File: config.mk
export PLATFORM = sky130hd
export DESIGN_NAME = writeback_queue
export DESIGN_NICKNAME = d
export VERILOG_FILES = /design/src/rtl/writeback_queue_pkg.sv /design/src/rtl/writeback_queue_fwd_lookup.sv /design/src/rtl/writeback_queue.sv
export SDC_FILE = /design/constraint.sdc
export NUM_CORES = 2
export LEC_CHECK = 0
export BUFFER_PORTS_ARGS = -buffer_cell sky130_fd_sc_hd__buf_2
export CAP_MARGIN = 0
export CORE_MARGIN = 2
export CORE_UTILIZATION = 50
export CTS_CLUSTER_SIZE = 14
export DETAILED_ROUTE_END_ITERATION = 16
export PLACE_DENSITY = 0.74
export SLEW_MARGIN = 20
export SYNTH_ARGS = -nofsm -noshare
export SYNTH_HDL_FRONTEND = slang
export SYNTH_SLANG_ARGS = --single-unit
File: constraint.sdc
create_clock -name clk -period 28.9 [get_ports clk]
set_input_delay 2.89 -clock clk [delete_from_list [all_inputs] [get_ports clk]]
set_output_delay 2.89 -clock clk [all_outputs]
set_load 0.005 [all_outputs]
File: src/rtl/writeback_queue_pkg.sv
// Shared types for the writeback queue: machine word types, the buffered
// record layout and the result-select helper applied at enqueue.
package writeback_queue_pkg;

    localparam int WBQ_DEPTH_DEFAULT = 4;

    typedef logic [63:0] u64;
    typedef u64          word_t;
    typedef logic [4:0]  creg_addr_t;

    typedef struct packed {
        logic       valid;
        logic       regwrite;
        logic       skip;
        logic       nop;
        creg_addr_t wa;
        word_t      result;
        word_t      pc;
    } wbq_entry_t;

    function automatic word_t wbq_select_result(input logic memaccess, input word_t wd, input word_t alu);
        return memaccess ? wd : alu;
    endfunction

endpackage

File: src/rtl/writeback_queue_fwd_lookup.sv
// Single forwarding port: scans occupied entries from youngest (tail-1) to
// oldest and returns the result of the first register-writing match.
module wbq_fwd_lookup #(
    parameter int DEPTH   = 4,
    parameter int XLEN    = 64,
    parameter int RADDR_W = 5
) (
    input  logic [$clog2(DEPTH)-1:0] tail,
    input  logic [DEPTH-1:0]         valid,
    input  logic [DEPTH-1:0]         regwrite,
    input  logic [DEPTH*RADDR_W-1:0] wa,
    input  logic [DEPTH*XLEN-1:0]    result,
    input  logic [RADDR_W-1:0]       ra,
    output logic                     hit,
    output logic [XLEN-1:0]          data
);
    localparam int PW = $clog2(DEPTH);

    logic [PW-1:0] idx_s;
    logic          match_s;

    // Youngest-first priority search; the first hit latches and blocks older matches.
    always_comb begin
        hit     = 1'b0;
        data    = '0;
        idx_s   = '0;
        match_s = 1'b0;
        for (int k = 1; k <= DEPTH; k++) begin
            idx_s   = tail - PW'(k);
            match_s = valid[idx_s] && regwrite[idx_s] && (ra != '0)
                      && (wa[idx_s*RADDR_W +: RADDR_W] == ra);
            data    = (match_s && !hit) ? result[idx_s*XLEN +: XLEN] : data;
            hit     = hit | match_s;
        end
    end

endmodule

File: src/rtl/writeback_queue.sv
// Writeback queue: buffers completed memory-stage records, retires one per
// cycle in program order and forwards buffered results youngest-first.
module writeback_queue
    import writeback_queue_pkg::*;
#(
    parameter int DEPTH   = WBQ_DEPTH_DEFAULT,
    parameter int XLEN    = 64,
    parameter int RADDR_W = 5,
    parameter int NFWD    = 2
) (
    input  logic                      clk,
    input  logic                      reset,
    input  logic                      in_valid,
    output logic                      in_ready,
    input  logic                      in_regwrite,
    input  logic                      in_memaccess,
    input  logic                      in_addr_31,
    input  logic                      in_nop,
    input  logic [RADDR_W-1:0]        in_wa,
    input  logic [XLEN-1:0]           in_wd,
    input  logic [XLEN-1:0]           in_alu,
    input  logic [XLEN-1:0]           in_pc,
    input  logic                      out_ready,
    output logic                      regwrite,
    output logic [RADDR_W-1:0]        wa,
    output logic [XLEN-1:0]           result,
    output logic [XLEN-1:0]           pc_result,
    output logic                      pc_valid,
    output logic                      skip,
    input  logic                      flush,
    input  logic [NFWD*RADDR_W-1:0]   fwd_ra,
    output logic [NFWD-1:0]           fwd_hit,
    output logic [NFWD*XLEN-1:0]      fwd_data,
    output logic [$clog2(DEPTH):0]    count
);
    localparam int PW = $clog2(DEPTH);
    localparam int CW = PW + 1;
    localparam logic [CW-1:0] FULL_CNT = CW'(DEPTH);

    wbq_entry_t       mem_q [DEPTH];
    wbq_entry_t       mem_d [DEPTH];
    logic [PW-1:0]    head_q, head_d, tail_q, tail_d;
    logic [CW-1:0]    count_q, count_d;
    logic             enq_s, retire_s, gate_s;
    wbq_entry_t       new_s, head_s;

    logic [DEPTH-1:0]         valid_vec_s, rw_vec_s;
    logic [DEPTH*RADDR_W-1:0] wa_vec_s;
    logic [DEPTH*XLEN-1:0]    res_vec_s;

    // Full is judged from registered occupancy only, so a same-cycle retirement never opens a slot.
    assign gate_s   = reset || flush;
    assign in_ready = !gate_s && (count_q < FULL_CNT);
    assign enq_s    = in_valid && in_ready;
    assign head_s   = mem_q[head_q];
    assign retire_s = !gate_s && out_ready && (count_q != '0) && head_s.valid;
    assign count    = count_q;

    // Build the record to store; result and skip are resolved here, nops never write.
    always_comb begin
        new_s          = '0;
        new_s.valid    = 1'b1;
        new_s.regwrite = in_regwrite && !in_nop;
        new_s.skip     = in_memaccess && !in_addr_31;
        new_s.nop      = in_nop;
        new_s.wa       = creg_addr_t'(in_wa);
        new_s.result   = wbq_select_result(in_memaccess, word_t'(in_wd), word_t'(in_alu));
        new_s.pc       = word_t'(in_pc);
    end

    // Retirement outputs, driven from the head entry only while it retires.
    always_comb begin
        regwrite  = 1'b0;
        wa        = '0;
        result    = '0;
        pc_result = '0;
        pc_valid  = 1'b0;
        skip      = 1'b0;
        if (retire_s) begin
            regwrite  = head_s.regwrite && (head_s.wa != '0);
            wa        = head_s.wa[RADDR_W-1:0];
            result    = head_s.result[XLEN-1:0];
            pc_result = head_s.pc[XLEN-1:0];
            pc_valid  = !head_s.nop;
            skip      = head_s.skip;
        end else begin
            regwrite  = 1'b0;
            pc_valid  = 1'b0;
        end
    end

    // Next-state for storage, pointers and occupancy; flush overrides both enqueue and retire.
    always_comb begin
        mem_d   = mem_q;
        head_d  = head_q;
        tail_d  = tail_q;
        count_d = count_q;
        if (flush) begin
            for (int i = 0; i < DEPTH; i++) begin
                mem_d[i].valid = 1'b0;
            end
            head_d  = tail_q;
            count_d = '0;
        end else begin
            if (enq_s) begin
                mem_d[tail_q] = new_s;
                tail_d        = tail_q + PW'(1);
            end else begin
                tail_d = tail_q;
            end
            if (retire_s) begin
                mem_d[head_q].valid = 1'b0;
                head_d              = head_q + PW'(1);
            end else begin
                head_d = head_q;
            end
            if (enq_s && !retire_s) begin
                count_d = count_q + CW'(1);
            end else if (!enq_s && retire_s) begin
                count_d = count_q - CW'(1);
            end else begin
                count_d = count_q;
            end
        end
    end

    // State registers; reset drops every buffered record.
    always_ff @(posedge clk or posedge reset) begin
        if (reset) begin
            head_q  <= '0;
            tail_q  <= '0;
            count_q <= '0;
            for (int i = 0; i < DEPTH; i++) begin
                mem_q[i] <= '0;
            end
        end else begin
            head_q  <= head_d;
            tail_q  <= tail_d;
            count_q <= count_d;
            mem_q   <= mem_d;
        end
    end

    // Flatten entry fields for the lookup ports.
    always_comb begin
        valid_vec_s = '0;
        rw_vec_s    = '0;
        wa_vec_s    = '0;
        res_vec_s   = '0;
        for (int i = 0; i < DEPTH; i++) begin
            valid_vec_s[i]                  = mem_q[i].valid;
            rw_vec_s[i]                     = mem_q[i].regwrite;
            wa_vec_s[i*RADDR_W +: RADDR_W]  = mem_q[i].wa[RADDR_W-1:0];
            res_vec_s[i*XLEN +: XLEN]       = mem_q[i].result[XLEN-1:0];
        end
    end

    for (genvar p = 0; p < NFWD; p++) begin : g_fwd
        logic            hit_s;
        logic [XLEN-1:0] data_s;

        wbq_fwd_lookup #(
            .DEPTH   (DEPTH),
            .XLEN    (XLEN),
            .RADDR_W (RADDR_W)
        ) u_lookup (
            .tail     (tail_q),
            .valid    (valid_vec_s),
            .regwrite (rw_vec_s),
            .wa       (wa_vec_s),
            .result   (res_vec_s),
            .ra       (fwd_ra[p*RADDR_W +: RADDR_W]),
            .hit      (hit_s),
            .data     (data_s)
        );

        assign fwd_hit[p]                = hit_s && !gate_s;
        assign fwd_data[p*XLEN +: XLEN]  = (hit_s && !gate_s) ? data_s : '0;
    end

endmodule

# Word level (Yosys, flattened, before mapping)
# Cells that the tools add are included.
# word_totals
reg_bits,555
out_inout_bits,270
# classes
addsub,7
mul,4
n_lt_le_gt_ge,9
eq_ne,8
shifts,8
n_mux,54
bitwise_logic,9
reduce_logical,60
# op_table
cell,count
two-way mux 548 bit,3
bitwise mux 548 bit,2
indexed part select 256 x 9 -> 64 bit,4
two-way mux 64 bit,13
demux 137 bit (select 2 bit),2
two-way mux 137 bit,4
binary-select mux 137 bit (select 2 bit),1
indexed part select 20 x 6 -> 5 bit,4
== test 5 bit,8
logical AND 1 bit,40
"multiplier 2 x 3 -> 5 bit, second input constant",4
binary-select mux 1 bit (select 2 bit),8
two-way mux 1 bit,15
nonzero test 5 bit,3
zero test 1 bit,12
"< comparator 2 x 3 -> 1 bit, second input constant",4
two-way mux 3 bit,3
">= comparator 3 bit, second input constant",2
"< comparator 3 x 1 -> 1 bit, second input constant",2
NOT 2 -> 3 bit,2
OR 1 bit,6
nonzero test 3 bit,2
two-way mux 5 bit,1
"adder 2 x 1 -> 2 bit, second input constant",2
other kinds (10),12

# Depth between registers and ports, before layout
# depth
ltp_word,12
ltp_mapped,15
depth_no_buf,9

# Hierarchy
# A second synthesis with hierarchy kept.
# hier_totals
cells_unflattened,3617
area_unflattened_um2,44310.0
# modules_own_cells
mod,n_inst,cells_per_inst,area_per_inst_um2,seq_area_each_um2
writeback_queue,1,2049,25889.8,13888.3
wbq_fwd_lookup,2,784,9210.1,0.0

# Worst setup path before layout
# No wires, ideal clock.
# synth_timing
path_type,input -> output
from,in fwd_ra[5]
to,out fwd_data[102]
arrival_time_ns,4.834
required_ns,26.010
setup_slack_ns,21.176
path_stages,9
path_cell_list,clkbuf_1 > nor3_1 > a211oi_1 > o21ai_0 > nor2_2 > o221ai_2 > clkbuf_1 > a21oi_1 > a221o_1
# synth_via
elab_chain_len,9
word_cells_on_any_way,28
cone_classes,4 x eq/ne; 5 x mux; 3 x bitwise; 16 x reduce/logical
# synth_rtl
element,line_no,rtl
start: declaration,writeback_queue.sv:31,"input logic [NFWD*RADDR_W-1:0] fwd_ra,"
nonzero test 5 bit,writeback_queue_fwd_lookup.sv:30,match_s = valid[idx_s] && regwrite[idx_s] && (ra != '0)
logical AND 1 bit,writeback_queue_fwd_lookup.sv:30,
logical AND 1 bit,writeback_queue_fwd_lookup.sv:31,&& (wa[idx_s*RADDR_W +: RADDR_W] == ra);
zero test 1 bit / OR 1 bit (equally long branches),"writeback_queue_fwd_lookup.sv:32, writeback_queue_fwd_lookup.sv:33",
"logical AND 1 bit, or another cell as far along",writeback_queue_fwd_lookup.sv:32,data = (match_s && !hit) ? result[idx_s*XLEN +: XLEN] : data;
"two-way mux 64 bit, or another cell as far along",writeback_queue_fwd_lookup.sv:32,
two-way mux 64 bit / logical AND 1 bit (equally long branches),writeback_queue_fwd_lookup.sv:32,
two-way mux 64 bit,writeback_queue_fwd_lookup.sv:32,
two-way mux 64 bit (*),writeback_queue.sv:178,assign fwd_data[p*XLEN +: XLEN] = (hit_s && !gate_s) ? data_s : '0;
end: declaration,writeback_queue.sv:33,"output logic [NFWD*XLEN-1:0] fwd_data,"
# Every way passes the cells marked *; elsewhere a longest branch is shown, timed or not.

# Worst setup path in the final report
# layout_timing
from,reg tail_q[0]
to,out fwd_data[60]
# layout_via
elab_chain_len,12
word_cells_on_any_way,62
cone_classes,3 x add/sub; 4 x mul; 4 x eq/ne; 8 x shift; 21 x mux; 3 x bitwise; 19 x reduce/logical
# layout_rtl
element,line_no,rtl
start: declaration,writeback_queue.sv:42,"logic [PW-1:0] head_q, head_d, tail_q, tail_d;"
start signal: assignment,writeback_queue.sv:138,tail_q <= tail_d;
"parallel branches: the longest is 11 deep, another holds multiplier 2 x 3 -> 5 bit",--,
two-way mux 64 bit (*),writeback_queue.sv:178,
# Every way passes the cells marked *. The select of a mux whose other input is x is not followed.

==> reports/metrics.csv <==
metric,value,unit
Final Hold Fails,0,
Worst setup EP type,output pin,
"Cell Area, Placed",39000,sq um
ys async rst share,100,%
"Seq/Total Area, Yosys",38.3,%
ys flop type,dfrtp_1,
Routed WL per cell,26.1,um
Worst EP arrival,7.59,ns
outcome,finished clean,
leading area contributor after synthesis,dfrtp_1,
share of cells above drive strength 1,40.0,%
Hold Path Class,reg -> reg,
total power,4.34,mW
Setup Skew,0.0197,ns
measured slew at the worst slew-check pin,1.17,ns
DIE WIDTH,273,um
Final Cycle Share,36.3,%
post-route ant nets,0,
DP HPWL,68.1,mm
Core ar.,71600,sq um
final setup fails,0,
Lkg Pwr,17.5,nW
Rows,98,
Routed WL,113,mm
Post-Syn Area,36200,sq um
total track usage,30.1,%
Post-Synthesis Cells,3055,
final instance area,41200,sq um
hold buffers post-CTS,0,
Netlist cell types,55,
setup_tns,0,ns
Period minus WS final,10.48,ns
initial core utilization,50.6,%
Post-synth EDFFs,0,
Die Ht,273,um
clock buffer count from CTS,60,
Slew HR,22.1,%
vias in the first global route,28400,
routed vias,28900,
Startpoint Class,flip-flop,
DRC Markers,0,
CTS tree,yes,
Synth Register Bits,555,
nets,3558,
CP Max Fanout,73,
Longest Clk Path Bufs,3,
Synth area leaders,"dfrtp_1 38%, mux4_2 26%, mux2_2 8.7%",
gp weighted congestion,0.886,
CP Class,reg -> out,
Filler cells,5833,
DR vias/cell,6.65,
I/O pin cnt,486,
Fmax,95.4,MHz
1st-iter DRT viols,3322,
initial antenna violation count,21,
synthesized net count,3280,
# resized after CTS,0,
Clock Latency Late Sink,0.64,ns
largest net degree at the start of global routing,151,
Buffers on Ports,485,
Syn. warnings,0,
global-route wire length before repair,172,mm
die area,74600,sq um
CP required,26.01,ns
Max-Cap Viols,0,
post-synthesis area per instance,11.9,sq um
# H-tree levels,2,
unrepaired setup endpoints after global routing,no,
PwrDens,105,nW/um^2
Clock Pin Slew Worst Setup and Hold Paths,0.06,ns
count of pins over their slew limit,0,
Sink Count,555,
hold slack,0.484,ns
grt ovf,0,
Max VDD drop,0.0640,mV
drt pass-1 iters,6,
root buffer cell,clkbuf_16,
area fraction of the dominant cell type after synthesis,38.3,%
number of setup buffers added after CTS,0,
Layout area overhead,13.7,%
cells in the mapped netlist, drive strengths merged (2+ instances only):
master   number
nand4         5
a21oi        70
xor2         12
o21ai       273
ha            8
a211oi        7
nor2b       137
nor4         32
o31ai         2
clkbuf      193
or3           2
or2           3
nand2       407
o31a          2
a21o          3
buf         118
nor2        111
nand2b        6
inv          13
o22ai         2
or4           2
o32ai        62
nor3          7
a221o        35
and2          5
mux4        413
mux2i        76
dfrtp       555
a211o        28
mux2        281
a32oi         3
xnor2        31
a221oi       67
nand3        72
o2111ai       2
cell families (layout without fill, tap and decap cells):
family                   after synthesis  in the layout  synth area share [%]
XOR/XNOR                              43             43                  1.04
adder cells (fa/ha/maj)                9              9                 0.332
buffers and inverters                325            651                  3.79
AO/OA/AOI/OAI                        561            561                  10.1
multiplexers                         770            770                  36.5
AND/OR/NAND/NOR                      792            792                  9.90
other                                  0             12                     0
flip-flops                           555            555                  38.3
cells in the final DEF, fill, tap and decap left out, types with 4 or more instances in the layout:
cell type	count
nor2_4	5
buf_2	484
nand3_1	71
bufinv_16	9
xnor2_1	31
a211oi_1	7
a221oi_1	67
o21ai_0	272
diode_2	12
a21oi_1	70
a221o_1	35
nand2_4	4
nand2_1	401
nor2_1	106
clkbuf_8	13
clkinvlp_4	6
mux2i_1	76
nor2b_1	136
xor2_1	12
clkinv_2	13
ha_1	7
dfrtp_1	551
dfrtp_4	4
nor4_1	31
nor3_1	6
inv_1	12
clkbuf_1	6
o32ai_1	62
mux2_2	281
nand4_1	5
and2_1	4
clkbuf_16	60
nand2b_1	5
mux4_2	413
a211o_1	28
buf_4	37
report_power, final:
group / switching, mW / internal, mW
Sequential: 0.414 / 1.14
Clock: 0.333 / 0.494
Combinational: 0.792 / 1.16
Total: 1.54 / 2.80
critical path, stage by stage, from the launching register on:
cell,delay (ns)
dfrtp_4,1.03
inv_1,0.36
ha_4,0.79
buf_4,0.90
nand4b_1,0.18
o31a_1,0.17
o22ai_1,0.21
and4_2,0.26
buf_4,0.82
or3_1,0.25
nand2_2,0.55
buf_4,0.56
o32ai_1,0.58
buf_2,0.22
worst paths after layout:
path                       startpoint  slack (ns)  cells after the start           end
min reg2reg                 flip-flop        0.48                      2     flip-flop
max                         tail_q[0]       18.42                     13  fwd_data[60]
max reg2reg                 tail_q[0]       24.64                      6     flip-flop
min                         flip-flop        0.48                      2     flip-flop
max in group asynchronous       reset       24.27                      4     async pin
min in group asynchronous       reset        2.42                      2     async pin
stage by stage:
stage | util [%] | worst slack (ns) | instances
floorplan | - | 10.49 | 3055
global placement | 54.5 | 18.97 | 4220
detailed placement | 54.5 | 18.89 | 4221
CTS | 57.5 | 18.51 | 4331
global route | 57.5 | 18.03 | 4336
finish | 57.5 | 18.42 | 4343
metal layers:
metal / vias to the layer above / share of wire [%] / track usage (%)
met5: - / 0.11 / 0
li1: 12300 / - / -
met3: 333 / 12 / 9.45
met1: 14500 / 38 / 39.5
met4: 22 / 3.7 / 11.3
met2: 1769 / 47 / 47.0
area by class of cell:
class / instances / area [sq um] / share of cell area, %
Clock buffer: 79 / 1700 / 4.13
Tap cell: 950 / 1190 / 2.88
Timing Repair Buffer: 527 / 2810 / 6.82
Sequential cell: 555 / 13900 / 33.7
Clock inverter: 31 / 425 / 1.03
Multi-Input combinational cell: 2175 / 21100 / 51.2
Antenna cell: 12 / 30.0 / 0.0729
Inverter: 14 / 60.1 / 0.146
Power figures use the tool's default switching activity.
